`src/rtl/mips_pkg.sv`:
```
// Shared widths, ALU encodings and execute-stage FSM states for the 16-bit MIPS-like core.
package mips_pkg;

    localparam int XLEN      = 16;
    localparam int REG_AW    = 3;
    localparam int MUL_CNT_W = 4;

    localparam logic [MUL_CNT_W-1:0] MUL_LAST = 4'd15;

    typedef enum logic [1:0] {
        ALUOP_ADD   = 2'b00,
        ALUOP_SUB   = 2'b01,
        ALUOP_RTYPE = 2'b10,
        ALUOP_PASSB = 2'b11
    } aluop_e;

    typedef enum logic [2:0] {
        FN_ADD = 3'b000,
        FN_SUB = 3'b001,
        FN_AND = 3'b010,
        FN_OR  = 3'b011,
        FN_SLT = 3'b100,
        FN_MUL = 3'b101
    } funct_e;

    typedef enum logic {
        S_IDLE = 1'b0,
        S_MUL  = 1'b1
    } ex_state_e;

    function automatic logic is_mul_op(input logic [1:0] aluop, input logic [2:0] funct);
        return (aluop == ALUOP_RTYPE) && (funct == FN_MUL);
    endfunction

endpackage

```
`src/rtl/alu16.sv`:
```
// Combinational 16-bit ALU; multiply is handled by the iterative unit in execute_stage,
// so the mul function code produces 0 here.
module alu16
    import mips_pkg::*;
(
    input  logic [XLEN-1:0] i_a,
    input  logic [XLEN-1:0] i_b,
    input  logic [1:0]      i_aluop,
    input  logic [2:0]      i_funct,
    output logic [XLEN-1:0] o_result,
    output logic            o_zero
);

    logic [XLEN-1:0] w_sum;
    logic [XLEN-1:0] w_diff;
    logic            w_slt;

    assign w_sum  = i_a + i_b;
    assign w_diff = i_a - i_b;
    assign w_slt  = ($signed(i_a) < $signed(i_b));

    always_comb begin
        o_result = '0;
        case (i_aluop)
            ALUOP_ADD:   o_result = w_sum;
            ALUOP_SUB:   o_result = w_diff;
            ALUOP_RTYPE: begin
                case (i_funct)
                    FN_ADD:  o_result = w_sum;
                    FN_SUB:  o_result = w_diff;
                    FN_AND:  o_result = i_a & i_b;
                    FN_OR:   o_result = i_a | i_b;
                    FN_SLT:  o_result = {{(XLEN-1){1'b0}}, w_slt};
                    default: o_result = '0;
                endcase
            end
            ALUOP_PASSB: o_result = i_b;
            default:     o_result = '0;
        endcase
    end

    assign o_zero = (o_result == '0);

endmodule

```
`src/rtl/execute_stage.sv`:
```
// Execute stage: ID/EX and EX/MEM pipeline registers around alu16, plus a
// 16-iteration shift-add multiplier that stalls upstream while it runs.
module execute_stage
    import mips_pkg::*;
(
    input  logic              clk,
    input  logic              rst_n,
    input  logic              in_valid,
    input  logic              flush,
    input  logic [XLEN-1:0]   PC_plus_two,
    input  logic [XLEN-1:0]   read_data_1,
    input  logic [XLEN-1:0]   read_data_2,
    input  logic [XLEN-1:0]   immediate,
    input  logic [REG_AW-1:0] rt,
    input  logic [REG_AW-1:0] rd,
    input  logic [2:0]        funct,
    input  logic              RegDst,
    input  logic              ALUSrc,
    input  logic              RegWrite,
    input  logic              MemtoReg,
    input  logic              MemRead,
    input  logic              MemWrite,
    input  logic              Branch,
    input  logic [1:0]        ALUOp,
    output logic              stall,
    output logic              out_valid,
    output logic [XLEN-1:0]   alu_result,
    output logic [XLEN-1:0]   store_data,
    output logic [REG_AW-1:0] write_register,
    output logic              O_RegWrite,
    output logic              O_MemtoReg,
    output logic              O_MemRead,
    output logic              O_MemWrite,
    output logic [XLEN-1:0]   branch_target,
    output logic              PC_Src
);

    ex_state_e r_state;
    ex_state_e w_state_next;

    logic [MUL_CNT_W-1:0] r_count;
    logic [XLEN-1:0]      r_mcand;
    logic [XLEN-1:0]      r_mplier;
    logic [XLEN-1:0]      r_prod;
    logic [XLEN-1:0]      w_prod_next;

    logic              r_idex_valid;
    logic [XLEN-1:0]   r_idex_pc2;
    logic [XLEN-1:0]   r_idex_rd1;
    logic [XLEN-1:0]   r_idex_rd2;
    logic [XLEN-1:0]   r_idex_opb;
    logic [XLEN-1:0]   r_idex_imm;
    logic [REG_AW-1:0] r_idex_wreg;
    logic [2:0]        r_idex_funct;
    logic [1:0]        r_idex_aluop;
    logic              r_idex_regwrite;
    logic              r_idex_memtoreg;
    logic              r_idex_memread;
    logic              r_idex_memwrite;
    logic              r_idex_branch;

    logic            w_capture;
    logic            w_in_mul;
    logic [XLEN-1:0] w_in_opb;
    logic            w_mul_last;
    logic [XLEN-1:0] w_alu_result;
    logic            w_alu_zero;
    logic [XLEN-1:0] w_branch_target;

    assign stall           = (r_state == S_MUL);
    assign w_capture       = in_valid && !stall && !flush;
    assign w_in_mul        = is_mul_op(ALUOp, funct);
    assign w_in_opb        = ALUSrc ? immediate : read_data_2;
    assign w_mul_last      = (r_state == S_MUL) && (r_count == MUL_LAST);
    assign w_prod_next     = r_prod + (r_mplier[0] ? r_mcand : '0);
    assign w_branch_target = r_idex_pc2 + {r_idex_imm[XLEN-2:0], 1'b0};

    alu16 u_alu (
        .i_a      (r_idex_rd1),
        .i_b      (r_idex_opb),
        .i_aluop  (r_idex_aluop),
        .i_funct  (r_idex_funct),
        .o_result (w_alu_result),
        .o_zero   (w_alu_zero)
    );

    always_ff @(posedge clk) begin
        if (!rst_n) r_state <= S_IDLE;
        else        r_state <= w_state_next;
    end

    always_comb begin
        w_state_next = r_state;
        case (r_state)
            S_IDLE:  if (w_capture && w_in_mul) w_state_next = S_MUL;
            S_MUL:   if (flush || r_count == MUL_LAST) w_state_next = S_IDLE;
            default: w_state_next = S_IDLE;
        endcase
    end

    // A multiply holds its ID/EX entry until the last iteration so the
    // destination and controls are still there when the product is written.
    always_ff @(posedge clk) begin
        if (!rst_n) begin
            r_idex_valid    <= 1'b0;
            r_idex_pc2      <= '0;
            r_idex_rd1      <= '0;
            r_idex_rd2      <= '0;
            r_idex_opb      <= '0;
            r_idex_imm      <= '0;
            r_idex_wreg     <= '0;
            r_idex_funct    <= '0;
            r_idex_aluop    <= '0;
            r_idex_regwrite <= 1'b0;
            r_idex_memtoreg <= 1'b0;
            r_idex_memread  <= 1'b0;
            r_idex_memwrite <= 1'b0;
            r_idex_branch   <= 1'b0;
        end else if (w_capture) begin
            r_idex_valid    <= 1'b1;
            r_idex_pc2      <= PC_plus_two;
            r_idex_rd1      <= read_data_1;
            r_idex_rd2      <= read_data_2;
            r_idex_opb      <= w_in_opb;
            r_idex_imm      <= immediate;
            r_idex_wreg     <= RegDst ? rd : rt;
            r_idex_funct    <= funct;
            r_idex_aluop    <= ALUOp;
            r_idex_regwrite <= RegWrite;
            r_idex_memtoreg <= MemtoReg;
            r_idex_memread  <= MemRead;
            r_idex_memwrite <= MemWrite;
            r_idex_branch   <= Branch;
        end else if (flush || r_state == S_IDLE || w_mul_last) begin
            r_idex_valid    <= 1'b0;
        end
    end

    always_ff @(posedge clk) begin
        if (!rst_n) begin
            r_count  <= '0;
            r_mcand  <= '0;
            r_mplier <= '0;
            r_prod   <= '0;
        end else if (r_state == S_IDLE) begin
            r_count <= '0;
            if (w_capture && w_in_mul) begin
                r_mcand  <= read_data_1;
                r_mplier <= w_in_opb;
                r_prod   <= '0;
            end
        end else begin
            r_count  <= (flush || w_mul_last) ? '0 : r_count + 4'd1;
            r_prod   <= w_prod_next;
            r_mcand  <= r_mcand << 1;
            r_mplier <= r_mplier >> 1;
        end
    end

    always_ff @(posedge clk) begin
        if (!rst_n) begin
            out_valid      <= 1'b0;
            alu_result     <= '0;
            store_data     <= '0;
            write_register <= '0;
            O_RegWrite     <= 1'b0;
            O_MemtoReg     <= 1'b0;
            O_MemRead      <= 1'b0;
            O_MemWrite     <= 1'b0;
            branch_target  <= '0;
            PC_Src         <= 1'b0;
        end else if (!flush && ((r_state == S_IDLE && r_idex_valid) || w_mul_last)) begin
            out_valid      <= 1'b1;
            alu_result     <= w_mul_last ? w_prod_next : w_alu_result;
            store_data     <= r_idex_rd2;
            write_register <= r_idex_wreg;
            O_RegWrite     <= r_idex_regwrite;
            O_MemtoReg     <= r_idex_memtoreg;
            O_MemRead      <= r_idex_memread;
            O_MemWrite     <= r_idex_memwrite;
            branch_target  <= w_branch_target;
            PC_Src         <= !w_mul_last && r_idex_branch && w_alu_zero;
        end else begin
            out_valid  <= 1'b0;
            O_RegWrite <= 1'b0;
            O_MemtoReg <= 1'b0;
            O_MemRead  <= 1'b0;
            O_MemWrite <= 1'b0;
            PC_Src     <= 1'b0;
        end
    end

endmodule

```
`config.mk`:
```
export PLATFORM = sky130hd
export DESIGN_NAME = execute_stage
export DESIGN_NICKNAME = d
export VERILOG_FILES = /design/src/rtl/mips_pkg.sv /design/src/rtl/alu16.sv /design/src/rtl/execute_stage.sv
export SDC_FILE = /design/constraint.sdc
export NUM_CORES = 1
export LEC_CHECK = 0
export BUFFER_PORTS_ARGS = -buffer_cell sky130_fd_sc_hd__buf_2
export CAP_MARGIN = 20
export CORE_ASPECT_RATIO = 1.1
export CORE_MARGIN = 1.5
export CORE_UTILIZATION = 40
export CTS_CLUSTER_SIZE = 40
export DETAILED_ROUTE_END_ITERATION = 8
export HOLD_SLACK_MARGIN = 0.03
export PLACE_DENSITY = 0.56
export REMOVE_ABC_BUFFERS = 1
export SYNTH_ARGS = -nofsm -noshare
export SYNTH_HDL_FRONTEND = slang
export SYNTH_HIERARCHICAL = 1
export SYNTH_SLANG_ARGS = --single-unit
export TNS_END_PERCENT = 20
```
`constraint.sdc`:
```
create_clock -name clk -period 3.95 [get_ports clk]
set_input_delay 0.79 -clock clk [delete_from_list [all_inputs] [get_ports clk]]
set_output_delay 0.79 -clock clk [all_outputs]
set_load 0.05 [all_outputs]
```
### Yosys cells after proc, flatten, opt, wreduce, memory -nomap -nowiden

Index checks and enable logic that the tools add are counted.

* register bits after elaboration: 203
* bits in latches: 0
* memory bits (writable): 0
* ROM bits: 0
* input bits: 86
* output and inout port bits: 58
* logic and storage cells: 94
* memories: 0

* add/subtract/negate cells: 5
* multiply operators: 0
* div/mod/pow operators: 0
* $lt $le $gt $ge: 1
* equality and inequality tests: 10
* shift-type cells: 0
* muxes and demuxes: 18
* bitwise gates (word level): 4
* reductions and logical operators: 25

Operator list (number)
* 2-to-1 mux 16 bit: 7
* one-hot mux 16 bit (5 select lines): 1
* one-hot mux 16 bit (4 select lines): 1
* adder 16 bit: 3
* 2-to-1 mux 15 bit: 2
* bitwise AND 16 bit: 1
* zero test 16 bit: 1
* less-than comparator 16 bit: 1
* bitwise OR 16 bit: 1
* subtractor 16 bit: 1
* logical AND 1 bit: 9
* == test 2 bit (second input constant): 3
* == test 3 x 2 -> 1 bit (second input constant): 2
* == test 3 bit (second input constant): 2
* logical OR 1 bit: 5
* 2-to-1 mux 1 bit: 5
* adder 4 x 1 -> 4 bit (second input constant): 1
* == test 4 bit (second input constant): 1
* nonzero test 2 bit: 2
* == test 3 x 1 -> 1 bit (second input constant): 1
* zero test 1 bit: 3
* zero test 3 bit: 1
* 2-to-1 mux 3 bit: 1
* OR reduction 3 bit: 1
* 6 further kinds: 7

### Depth between registers and ports, before layout

Gate-level depths: netlist of the first run.

* depth after elaboration: 6
* gate-level depth with buffers: 14
* depth with buffers taken out: 14

### Modules after synthesis

Netlist of the first run, hierarchy kept.

Modules (own cells, without submodules)
* execute_stage: instances 1, cells each 1116, area an instance 9019.9 µm², sequential area each 4063.9 µm²
* alu16: instances 1, cells each 493, area an instance 3338.2 µm², sequential area each 0.0 µm²

### Worst setup path after synthesis of the first run

OpenSTA, ideal clock, no wires.

* path type: register to register
* start point: register r_idex_opb[0]
* end point: register PC_Src
* data arrival time: 3.001 ns
* setup slack: 0.885 ns
* cell stages (with the launch flop): 14
* path buffers: 0
* path through: dfxtp_1 > ha_1 > fa_1 > a21o_1 > a311o_1 > a311o_1 > a21oi_2 > xnor2_1 > a221oi_1 > a21o_2 > a211oi_1 > and4b_1 > nand3_1 > nor2_1

* longest elaborated chain between the ends: 5
* elaborated cells on any way between the ends: 9
* those cells by class: add/sub (2); order compare (1); mux (2); bitwise (2); reduce/logical (2)

Ends and longest elaborated chain
* from (decl): RTL line execute_stage.sv:51 `logic [XLEN-1:0] r_idex_opb;`
* from (signal assigned): RTL line execute_stage.sv:124 `r_idex_opb <= w_in_opb;`
* subtractor 16 bit / adder 16 bit (equally long branches): RTL line alu16.sv:19, alu16.sv:18
* one-hot mux 16 bit (5 select lines): RTL line alu16.sv:28 `case (i_funct)`
* one-hot mux 16 bit (4 select lines) (*): RTL line alu16.sv:24 `case (i_aluop)`
* net w_alu_result[12]: RTL line execute_stage.sv:66 `logic [XLEN-1:0] w_alu_result;`
* zero test 16 bit (*): RTL line alu16.sv:42 `assign o_zero = (o_result == '0);`
* net w_alu_zero: RTL line execute_stage.sv:67 `logic w_alu_zero;`
* logical AND 1 bit (*): RTL line execute_stage.sv:182 `PC_Src <= !w_mul_last && r_idex_branch && w_alu_zero;`
* to (signal assigned): RTL line execute_stage.sv:182
* to (decl): RTL line execute_stage.sv:35 `output logic PC_Src`

Mark *: on every way through the listed nets, which the timed path passes. The rest lies on a longest branch.
A chain may end at the register's enable or synchronous reset.

### Final worst setup path of the first run

* start point: register r_idex_opb[0]
* end point: register PC_Src

* longest elaborated chain between the ends: 5
* elaborated cells on any way between the ends: 9
* those cells by class: add/sub (2); order compare (1); mux (2); bitwise (2); reduce/logical (2)

Ends and longest elaborated chain
* subtractor 16 bit, or another cell as far along: RTL line alu16.sv:19 `assign w_diff = i_a - i_b;`
* one-hot mux 16 bit (5 select lines): RTL line alu16.sv:28
* one-hot mux 16 bit (4 select lines) (*): RTL line alu16.sv:24
* zero test 16 bit (*): RTL line alu16.sv:42
* net w_alu_zero: RTL line execute_stage.sv:67
* logical AND 1 bit (*): RTL line execute_stage.sv:182

Marks and branches as above.

==> impl_summary.md, run 1 <==
Status
The run finished with clean final reports.

Critical path
The largest fanout on the critical path is 5. For this run, the slowest stage of the critical path takes 0.46 ns. The register-to-register setup slack is 0.33 ns. The number of buffers and inverters on the critical path is 0.

The critical path goes through ha_1 > fa_1 > a21o_1 > a311o_1 > a31oi_1 > xnor2_1 > a32oi_1 > o211ai_1 > o2111ai_1 > nor4_1 > and4b_1 > nand3_1 > nor2_1. The startpoint type of the worst setup path is a register. The data arrival time at the worst-slack endpoint is 4.10 ns.

The length in cells of the worst reg-to-reg path is 13. The kind of end point of the critical path is a register. On the critical path, the stage with the largest delay is an instance of sky130_fd_sc_hd__a311o_1. At the worst endpoint, the required time is 4.43 ns.

The worst setup path is of the reg2reg kind. The startpoint of the worst-slack reg-to-reg timing path is r_idex_opb[0]$_SDFFE_PN0P_. The endpoint identified for the worst register-to-register timing path is PC_Src$_SDFF_PN0_. The gate family responsible for the most delay along the worst path is compound AO/OA/AOI/OAI gates.

GRT
Entering global routing, the biggest net connects 129 pins. The first global-routing pass estimated 62900 um of wire. Global routing used 25.0% of the available tracks across all layers. The number of antenna violations at the first check in global routing is 3.

After global routing the overflow that remains totals 0. The number of global-route vias before repair was 11380.

Cells and area
Cells with a size suffix above 1 make up 15.6% of the layout. The library cell used most frequently in the layout, excluding fill and tap cells, is sky130_fd_sc_hd__nand2_1. Compared with the post-synthesis result, the final layout area differs by 15.0%.

For this run, the number of standard cells in the final layout without fillers is 2145. The multi-input combinational cells in the finished layout cover a total of 7570 um^2. The top cell types in the final layout, fill and taps aside, are 303 x sky130_fd_sc_hd__nand2_1, 208 x sky130_fd_sc_hd__a21oi_1, 202 x sky130_fd_sc_hd__dfxtp_1. The total of fill cells in the finished design is 3082. In the final layout, flip-flops and latches occupy 4070 um^2.

In the final design database the tool counted 1878 nets.

Logic synthesis
The total number of yosys warnings is 6. The proportion of synthesized flip-flops having asynchronous set or reset is 0%. Sequential cells were found to cover 32.9% of the synthesized design area. Synthesis inferred 203 register bits. The top flip-flop cell by instance count after synthesis is sky130_fd_sc_hd__dfxtp_1. The main combinational cell family by area after synthesis is compound AO/OA/AOI/OAI gates. After synthesis, the share of cell area in mux cells is 2.22%. The number of enable-type register cells in the synthesized netlist is 0.

The cell count after synthesis came out at 1609. Yosys attributes the largest share of cell area to sky130_fd_sc_hd__dfxtp_1 33%, sky130_fd_sc_hd__nand2_1 9.2%, sky130_fd_sc_hd__a21oi_1 8.4%. The summed instance area of the synthesized netlist is 12400 um^2. The average footprint of a synthesized cell is 7.68 um^2. The parity-gate share of the synthesized area counting xor and xnor cells is 3.11%.

The count of distinct cell types in the synthesized netlist is 92. The synthesized netlist devotes 25.0% of its cell area to compound gates. After Yosys synthesis, and, or, nand and nor cells account for 22.1% of the synthesized area.

Of the total synthesized cell area, the portion taken by full adders, half adders and majority gates is 8.55%. After synthesis, the largest area contributor takes up 32.9% of total cell area. The top cell type by total area after synthesis is sky130_fd_sc_hd__dfxtp_1.

Floorplanning
The floorplan has 67 rows. The die outline height is 187 um. The die covers 32000 um^2.

The core region is 30400 um^2. The floorplan step set the die width to 171 um. The initial utilization of the core area, before any placement, comes to 40.6%. The top-level I/O count is 144.

Power
Across the VDD grid, the largest voltage drop is 294 uV. The leakage power summed over all cells is 5.87 nW. The power per unit of standard cell area is 374 nW/um^2.

Timing
The count of final hold-check violations is 0. Setup violations remaining at the end of the flow were counted as 0. The worst max-slew margin expressed relative to the limit is 26.4%.

The post-route fraction of the period consumed by the critical path is 91.5%. The top achievable clock speed is 277 MHz. The clock arrives with 0.0108 ns of skew. The max-slew violation count is 0.

At the pin with the least slew margin, the transition time is 1.10 ns. Subtracting the final worst setup slack from the clock period gives 3.62 ns. Setup repair after global routing left no endpoint under its margin.

Across all setup checks in the final design, the least slack found is 0.334 ns.

Placed design
During placement, the flow inserted port buffers numbering 143. After legalization and detailed placement, the total HPWL measured 28900 um. Once placement completed, the tool counted placed cells totaling 2097. The weighted congestion reported at the end of routability-driven placement is 0.969. At the placement stage, the worst setup path has a slack of 0.247 ns.

Detailed routing
Dividing the detail-routed wire length by the instance count gives 18.8 um. The count of antenna-violating nets left after detailed routing is 0. After detailed routing, the number of vias per cell comes to 5.57. The pre-antenna-repair detailed-routing pass consisted of 5 iterations. The detailed-route wire length is 40300 um.

The count of routing violations after the opening detailed-route iteration is 771. Across all layers, the routed design uses 11946 vias. For this run, design rule violations remaining after detail routing come to 0.

Clocking
After clock tree synthesis, the flow added hold-fix buffers numbering 0. The TritonCTS clock tree is yes. The clock passes through at most 3 buffers. The number of buffers created by CTS is 25. The number of sinks on the clock net is 203.

The clock-pin slew on the worst setup and hold paths is 0.06 ns. The tree is rooted in a sky130_fd_sc_hd__clkbuf_16. The number of setup buffers added after CTS is 0. The clock latency at the later pin of the worst-skew pair is 0.55 ns. The H-tree depth reported by CTS is 1.

Min path
In this run the worst hold path is classified as reg2reg. The endpoint of the worst hold path is r_count[0]$_SDFF_PP0_. Along the worst hold path, the cell count comes to 1. The worst hold path begins at r_count[0]$_SDFF_PP0_.

Run
Across the run, the number of max-cap violations was 0.
timing repair:
item                                    4_1_cts  5_1_grt
endpoints found under the setup margin        0        1
gates resized for setup                       0        1
endpoints found under the hold margin         0        0
worst reg2reg max path: cells and delay by family (launching register included):
family                     cells  cell delay (ns)
and+or+nand+nor                4             0.87
AOI/OAI and AO/OA              6             1.45
DFF                            1             0.37
adders and majority gates      2             0.70
xor gates and xnor gates       1             0.17
report_power, final:
| group | switching (mW) | leakage (nW) | internal [mW] |
|---|---|---|---|
| Combinational | 0.552 | 3.81 | 0.319 |
| Clock | 0.940 | 0.412 | 1.35 |
| Sequential | 0.0475 | 1.65 | 2.11 |
area by class of cell:
class | instances | share of cell area (%)
Timing Repair Buffer | 179 | 7.11
Inverter | 58 | 1.57
Antenna cell | 2 | 0.0352
Tap cell | 414 | 3.64
Sequential cell | 203 | 28.6
Clock buffer | 35 | 5.09
Clock inverter | 11 | 0.739
Multi-Input combinational cell | 1243 | 53.2
through the flow:
stage | hold WS (ns) | util [%] | total power, mW | TNS, ns | instance area, um^2
4_1_cts | 0.446 | 46.7 | 5.37 | 0 | 14200
3_5_place_dp | 0.438 | 44.0 | 3.06 | 0 | 13400
6_report | 0.449 | 46.7 | 5.32 | 0 | 14200
3_3_place_gp | 0.435 | 44.0 | 3.05 | 0 | 13400
5_1_grt | 0.464 | 46.7 | 5.55 | 0 | 14200
2_1_floorplan | 0.418 | - | 2.75 | -186.72 | 11800
state kept, by name, indices dropped and copies added, names as in the netlist, 2 cells and up:
name            flops
r_mplier           16
store_data         16
write_register      3
r_idex_rd2         16
r_mcand            16
r_idex_imm         15
r_prod             16
r_count             4
alu_result         16
r_idex_wreg         3
r_idex_rd1         16
r_idex_aluop        2
r_idex_funct        3
r_idex_opb         16
r_idex_pc2         16
branch_target      16
synth_stat cells, types with 4 or more instances:
cell type	number
sky130_fd_sc_hd__nor2_1	111
sky130_fd_sc_hd__buf_6	5
sky130_fd_sc_hd__or2_2	5
sky130_fd_sc_hd__fa_1	4
sky130_fd_sc_hd__nand4_1	13
sky130_fd_sc_hd__dfxtp_1	203
sky130_fd_sc_hd__clkbuf_8	8
sky130_fd_sc_hd__xnor2_1	31
sky130_fd_sc_hd__nor2b_1	9
sky130_fd_sc_hd__o31a_1	4
sky130_fd_sc_hd__a21o_1	24
sky130_fd_sc_hd__nor3b_1	4
sky130_fd_sc_hd__nand3_1	40
sky130_fd_sc_hd__a211oi_1	36
sky130_fd_sc_hd__a211o_1	4
sky130_fd_sc_hd__mux2i_1	24
sky130_fd_sc_hd__and3_1	24
sky130_fd_sc_hd__o221ai_1	4
sky130_fd_sc_hd__inv_1	58
sky130_fd_sc_hd__o21ai_0	68
sky130_fd_sc_hd__clkbuf_1	71
sky130_fd_sc_hd__a21oi_1	208
sky130_fd_sc_hd__a21oi_2	4
sky130_fd_sc_hd__o21a_1	4
sky130_fd_sc_hd__a31oi_1	20
sky130_fd_sc_hd__buf_1	4
sky130_fd_sc_hd__a22oi_1	19
sky130_fd_sc_hd__buf_2	16
sky130_fd_sc_hd__and2_1	19
sky130_fd_sc_hd__nand2b_1	11
sky130_fd_sc_hd__nand3b_1	4
sky130_fd_sc_hd__nor3_1	22
sky130_fd_sc_hd__or3_1	9
sky130_fd_sc_hd__a311oi_1	5
sky130_fd_sc_hd__nand2_1	303
sky130_fd_sc_hd__o211ai_1	15
sky130_fd_sc_hd__o21bai_1	7
sky130_fd_sc_hd__ha_1	78
sky130_fd_sc_hd__o22ai_1	9
sky130_fd_sc_hd__xor2_1	11
sky130_fd_sc_hd__nor4_1	10
routing by layer:
layer,vias up,routed length (um),global-route usage (%)
li1,5893,-,-
met5,-,11,0
met2,363,18300,40.2
met3,84,2550,4.66
met1,5604,17900,32.6
met4,2,1560,10.6
worst max-delay path by stage:
stage,cells past startpoint,end,from,slack (ns)
3_3_place_gp,13,PC_Src$_SDFF_PN0_,r_idex_opb[1]$_SDFFE_PN0P_,0.37
5_1_grt,13,PC_Src$_SDFF_PN0_,r_idex_opb[0]$_SDFFE_PN0P_,0.01
4_1_cts,13,PC_Src$_SDFF_PN0_,r_idex_opb[1]$_SDFFE_PN0P_,0.24
2_1_floorplan,6,r_prod[7]$_SDFFE_PN0P_,stall$_SDFF_PN0_,-3.13
6_report,13,PC_Src$_SDFF_PN0_,r_idex_opb[0]$_SDFFE_PN0P_,0.33
3_5_place_dp,13,PC_Src$_SDFF_PN0_,r_idex_rd1[1]$_SDFFE_PN0P_,0.25
cell families (layout without fill, tap and decap cells):
| family | after synthesis | in the layout |
|---|---|---|
| simple gates | 605 | 605 |
| compound gates | 486 | 486 |
| xor+xnor | 43 | 43 |
| buf+inv | 163 | 283 |
| other cells | 0 | 2 |
| fa+ha+maj | 82 | 82 |
| flops | 203 | 203 |
| mux | 27 | 27 |
Power figures use the tool's default switching activity.
==> inputs of run 2 (changes only) <==
CAP_MARGIN = unset   (was 20)
CORE_ASPECT_RATIO = unset   (was 1.1)
==> run 2 against run 1 <==
Hold slack worse by 0.0052 ns. First-iteration DRC count is 2.3% lower. Utilization is 0.36 points lower. Clock skew is 0.022 ns higher. Sequential power hardly changed. Critical path type unchanged. Largest cell class unchanged.
==> impl_summary.md, run 2 (synthesis gave the netlist of run 1 again) <==
Timing
The post-route fraction of the period consumed by the critical path is 91.3%. Setup repair after global routing left no endpoint under its margin. The count of final hold-check violations is 0. Measured against its own limit, the worst slew margin works out to 39.2%. The worst hold-check slack is 0.443 ns. For the final database, setup skew stands at 0.0327 ns. The max-slew violation count is 0. The worst-margin pin slew is 0.912 ns. The number of setup violations in the final report is 0. Based on the critical path, the design can be clocked at up to 277 MHz.

The shortest clock period the worst path allows after layout is 3.61 ns.

Detailed routing
The count of antenna-violating nets left after detailed routing is 0. Using the TritonRoute via totals, the vias-per-cell ratio works out to 5.63. After the first detailed-routing iteration, the DRC count stood at 753. The number of detailed-route iterations in the first pass is 5. The routed layout has 11917 vias.

The final layout contains routed wiring with a total length of 40100 um. In the final routed layout, each cell accounts on average for 18.9 um. In the routed design, unresolved DRC markers number 0.

Cells and area
At the end of the flow, the number of nets in the layout was 1873. The top cell types in the final layout, fill and taps aside, are 303 x sky130_fd_sc_hd__nand2_1, 208 x sky130_fd_sc_hd__a21oi_1, 202 x sky130_fd_sc_hd__dfxtp_1. Summing all flip-flop and latch instances after layout gives 4070 um^2. The multi-input combinational cells in the finished layout cover a total of 7560 um^2. The total of fill cells in the finished design is 3165. The final standard cell utilization of the core is 46.4%. Leaving out fill and tap cells, the most frequent cell in the layout is sky130_fd_sc_hd__nand2_1. The synthesis-to-finish area growth is 14.4%.

In the final layout, the share of cells above drive strength 1 is 14.9%.

Clocking
The clock-pin slew on the worst setup and hold paths is 0.06 ns. The number of instances resized during post-cts repair is 0. In this run the number of H-tree levels came out at 1. The number of sinks on the clock net is 203. Once the clock tree was built, the setup fixing pass inserted 0 buffers. TritonCTS built the clock tree.

The master cell of the clock root buffer is sky130_fd_sc_hd__clkbuf_16. Clock tree synthesis inserted a total of 24 buffers. The worst-case clock buffer depth is 3. The clock latency at the later pin of the worst-skew pair is 0.55 ns. The number of buffers added to fix hold violations after cts is 0.

Floorplanning
After floorplanning, the core was divided into 64 placement rows. The top-level I/O count is 144. The starting density of the core is 40.5%. The floorplan step defined a die boundary enclosing 32000 um^2. The floorplan step set the die width to 179 um. In this run the standard cell core region covers 30500 um^2. The die is 179 um tall.

Critical path
Data on the critical path is required at its endpoint by 4.43 ns. Traced cell by cell, the critical path runs through inv_1 > ha_1 > nor2_1 > o311ai_1 > a211oi_2 > a21oi_2 > mux2_2 > a21o_1 > a221o_2 > nor4_1 > and4b_1 > nand3_1 > nor2_1. The data arrival time at the worst-slack endpoint is 4.09 ns. The kind of end point of the critical path is a register.

Broken down by cell family, the worst path's largest delay share belongs to compound AO/OA/AOI/OAI gates. The category of the critical setup timing path is reg2reg. Together, buffers and inverters on the worst path number 1.

The largest fanout on the critical path is 6. The critical path's most frequent cell is sky130_fd_sc_hd__nor2_1. The slowest stage of the critical path is the sky130_fd_sc_hd__o311ai_1 cell. The largest stage delay on the critical path is 0.49 ns. The worst setup path is launched from a register.

Status
The flow ran to the end, and the final reports show no timing, DRC or antenna violations.

GRT
The number of global-route vias before repair is 10992. The largest net degree at the start of global routing is 114. The first global-routing pass estimated 62300 um of wire. For this run the aggregate overflow at the end of global routing stands at 0. The number of antenna violations at the first check in global routing is 4. Global routing consumed, over all layers together, 25.0% of the routing resources.

Power
The maximum vdd ir drop is 280 uV. Power spread over the standard cell area amounts to 378 nW/um^2. The total power draw is 5.34 mW. The leakage power summed over all cells is 5.83 nW.

Placed design
The weighted congestion reported at the end of routability-driven placement is 0.938. Input and output buffers added on the ports amount to 143. The placed wire-length estimate is 28800 um.

Run
Max-cap violations in this run came to 0.

Min path
The worst min-delay path category is reg2reg.
-- run 2: cell types whose count changed in the layout (fill, tap and decap cells not counted), sizes merged --
cell      previous run  this run
clkbuf              35        33
inv                 60        58
buf                179       175
bufinv               1         4
clkinv               7         3
clkinvlp             1         0
-- run 2: metrics by stage --
stage / TNS, ns / setup slack (ns) / cell area (um^2) / cells
after floorplan: -186.72 / -3.13 / 11800 / 1504
after global placement: 0 / 0.483 / 13300 / 2075
after detailed placement: 0 / 0.361 / 13300 / 2075
after CTS: 0 / 0.351 / 14100 / 2115
after global routing: 0 / 0.0782 / 14100 / 2115
final: 0 / 0.343 / 14100 / 2117
-- run 2: final timing paths --
path,slack [ns],start,cells after the start,endpoint
worst min register to register,0.44,r_idex_branch$_SDFFE_PN0P_,2,PC_Src$_SDFF_PN0_
worst max-delay path,0.34,r_idex_opb[1]$_SDFFE_PN0P_,13,PC_Src$_SDFF_PN0_
worst max register to register,0.34,r_idex_opb[1]$_SDFFE_PN0P_,13,PC_Src$_SDFF_PN0_
worst min-delay path,0.44,r_idex_branch$_SDFFE_PN0P_,2,PC_Src$_SDFF_PN0_
-- run 2: final cells by class --
class	count	area share, %
clock inverter	7	1.06
sequential	203	28.7
inverter	58	1.57
multi-input combinational	1243	53.4
tap	396	3.50
antenna	2	0.0354
timing repair buffer	175	6.94
clock buffer	33	4.70
-- run 2: where the power goes --
part / switching (mW) / total [mW] / internal [mW]
Clock: 0.897 / 2.33 / 1.43
Combinational: 0.544 / 0.854 / 0.310
Sequential: 0.0518 / 2.16 / 2.11
Total: 1.49 / 5.34 / 3.85
-- run 2: worst register-to-register path, cell delays in order, from the launching register on --
cell and delay (ns):
sky130_fd_sc_hd__dfxtp_1 0.46, sky130_fd_sc_hd__inv_1 0.10, sky130_fd_sc_hd__ha_1 0.35, sky130_fd_sc_hd__nor2_1 0.08, sky130_fd_sc_hd__o311ai_1 0.49, sky130_fd_sc_hd__a211oi_2 0.20, sky130_fd_sc_hd__a21oi_2 0.32, sky130_fd_sc_hd__mux2_2 0.37
sky130_fd_sc_hd__a21o_1 0.18, sky130_fd_sc_hd__a221o_2 0.30, sky130_fd_sc_hd__nor4_1 0.27, sky130_fd_sc_hd__and4b_1 0.25, sky130_fd_sc_hd__nand3_1 0.07, sky130_fd_sc_hd__nor2_1 0.09
-- run 2: layer usage --
| layer | GRT usage, % | vias up | part of all wire (%) |
|---|---|---|---|
| met5 | 0 | - | 0.060 |
| met4 | 6.84 | 4 | 2.4 |
| met3 | 5.28 | 49 | 7.7 |
| met2 | 39.1 | 395 | 44 |
| met1 | 34.8 | 5597 | 46 |
| li1 | - | 5872 | - |
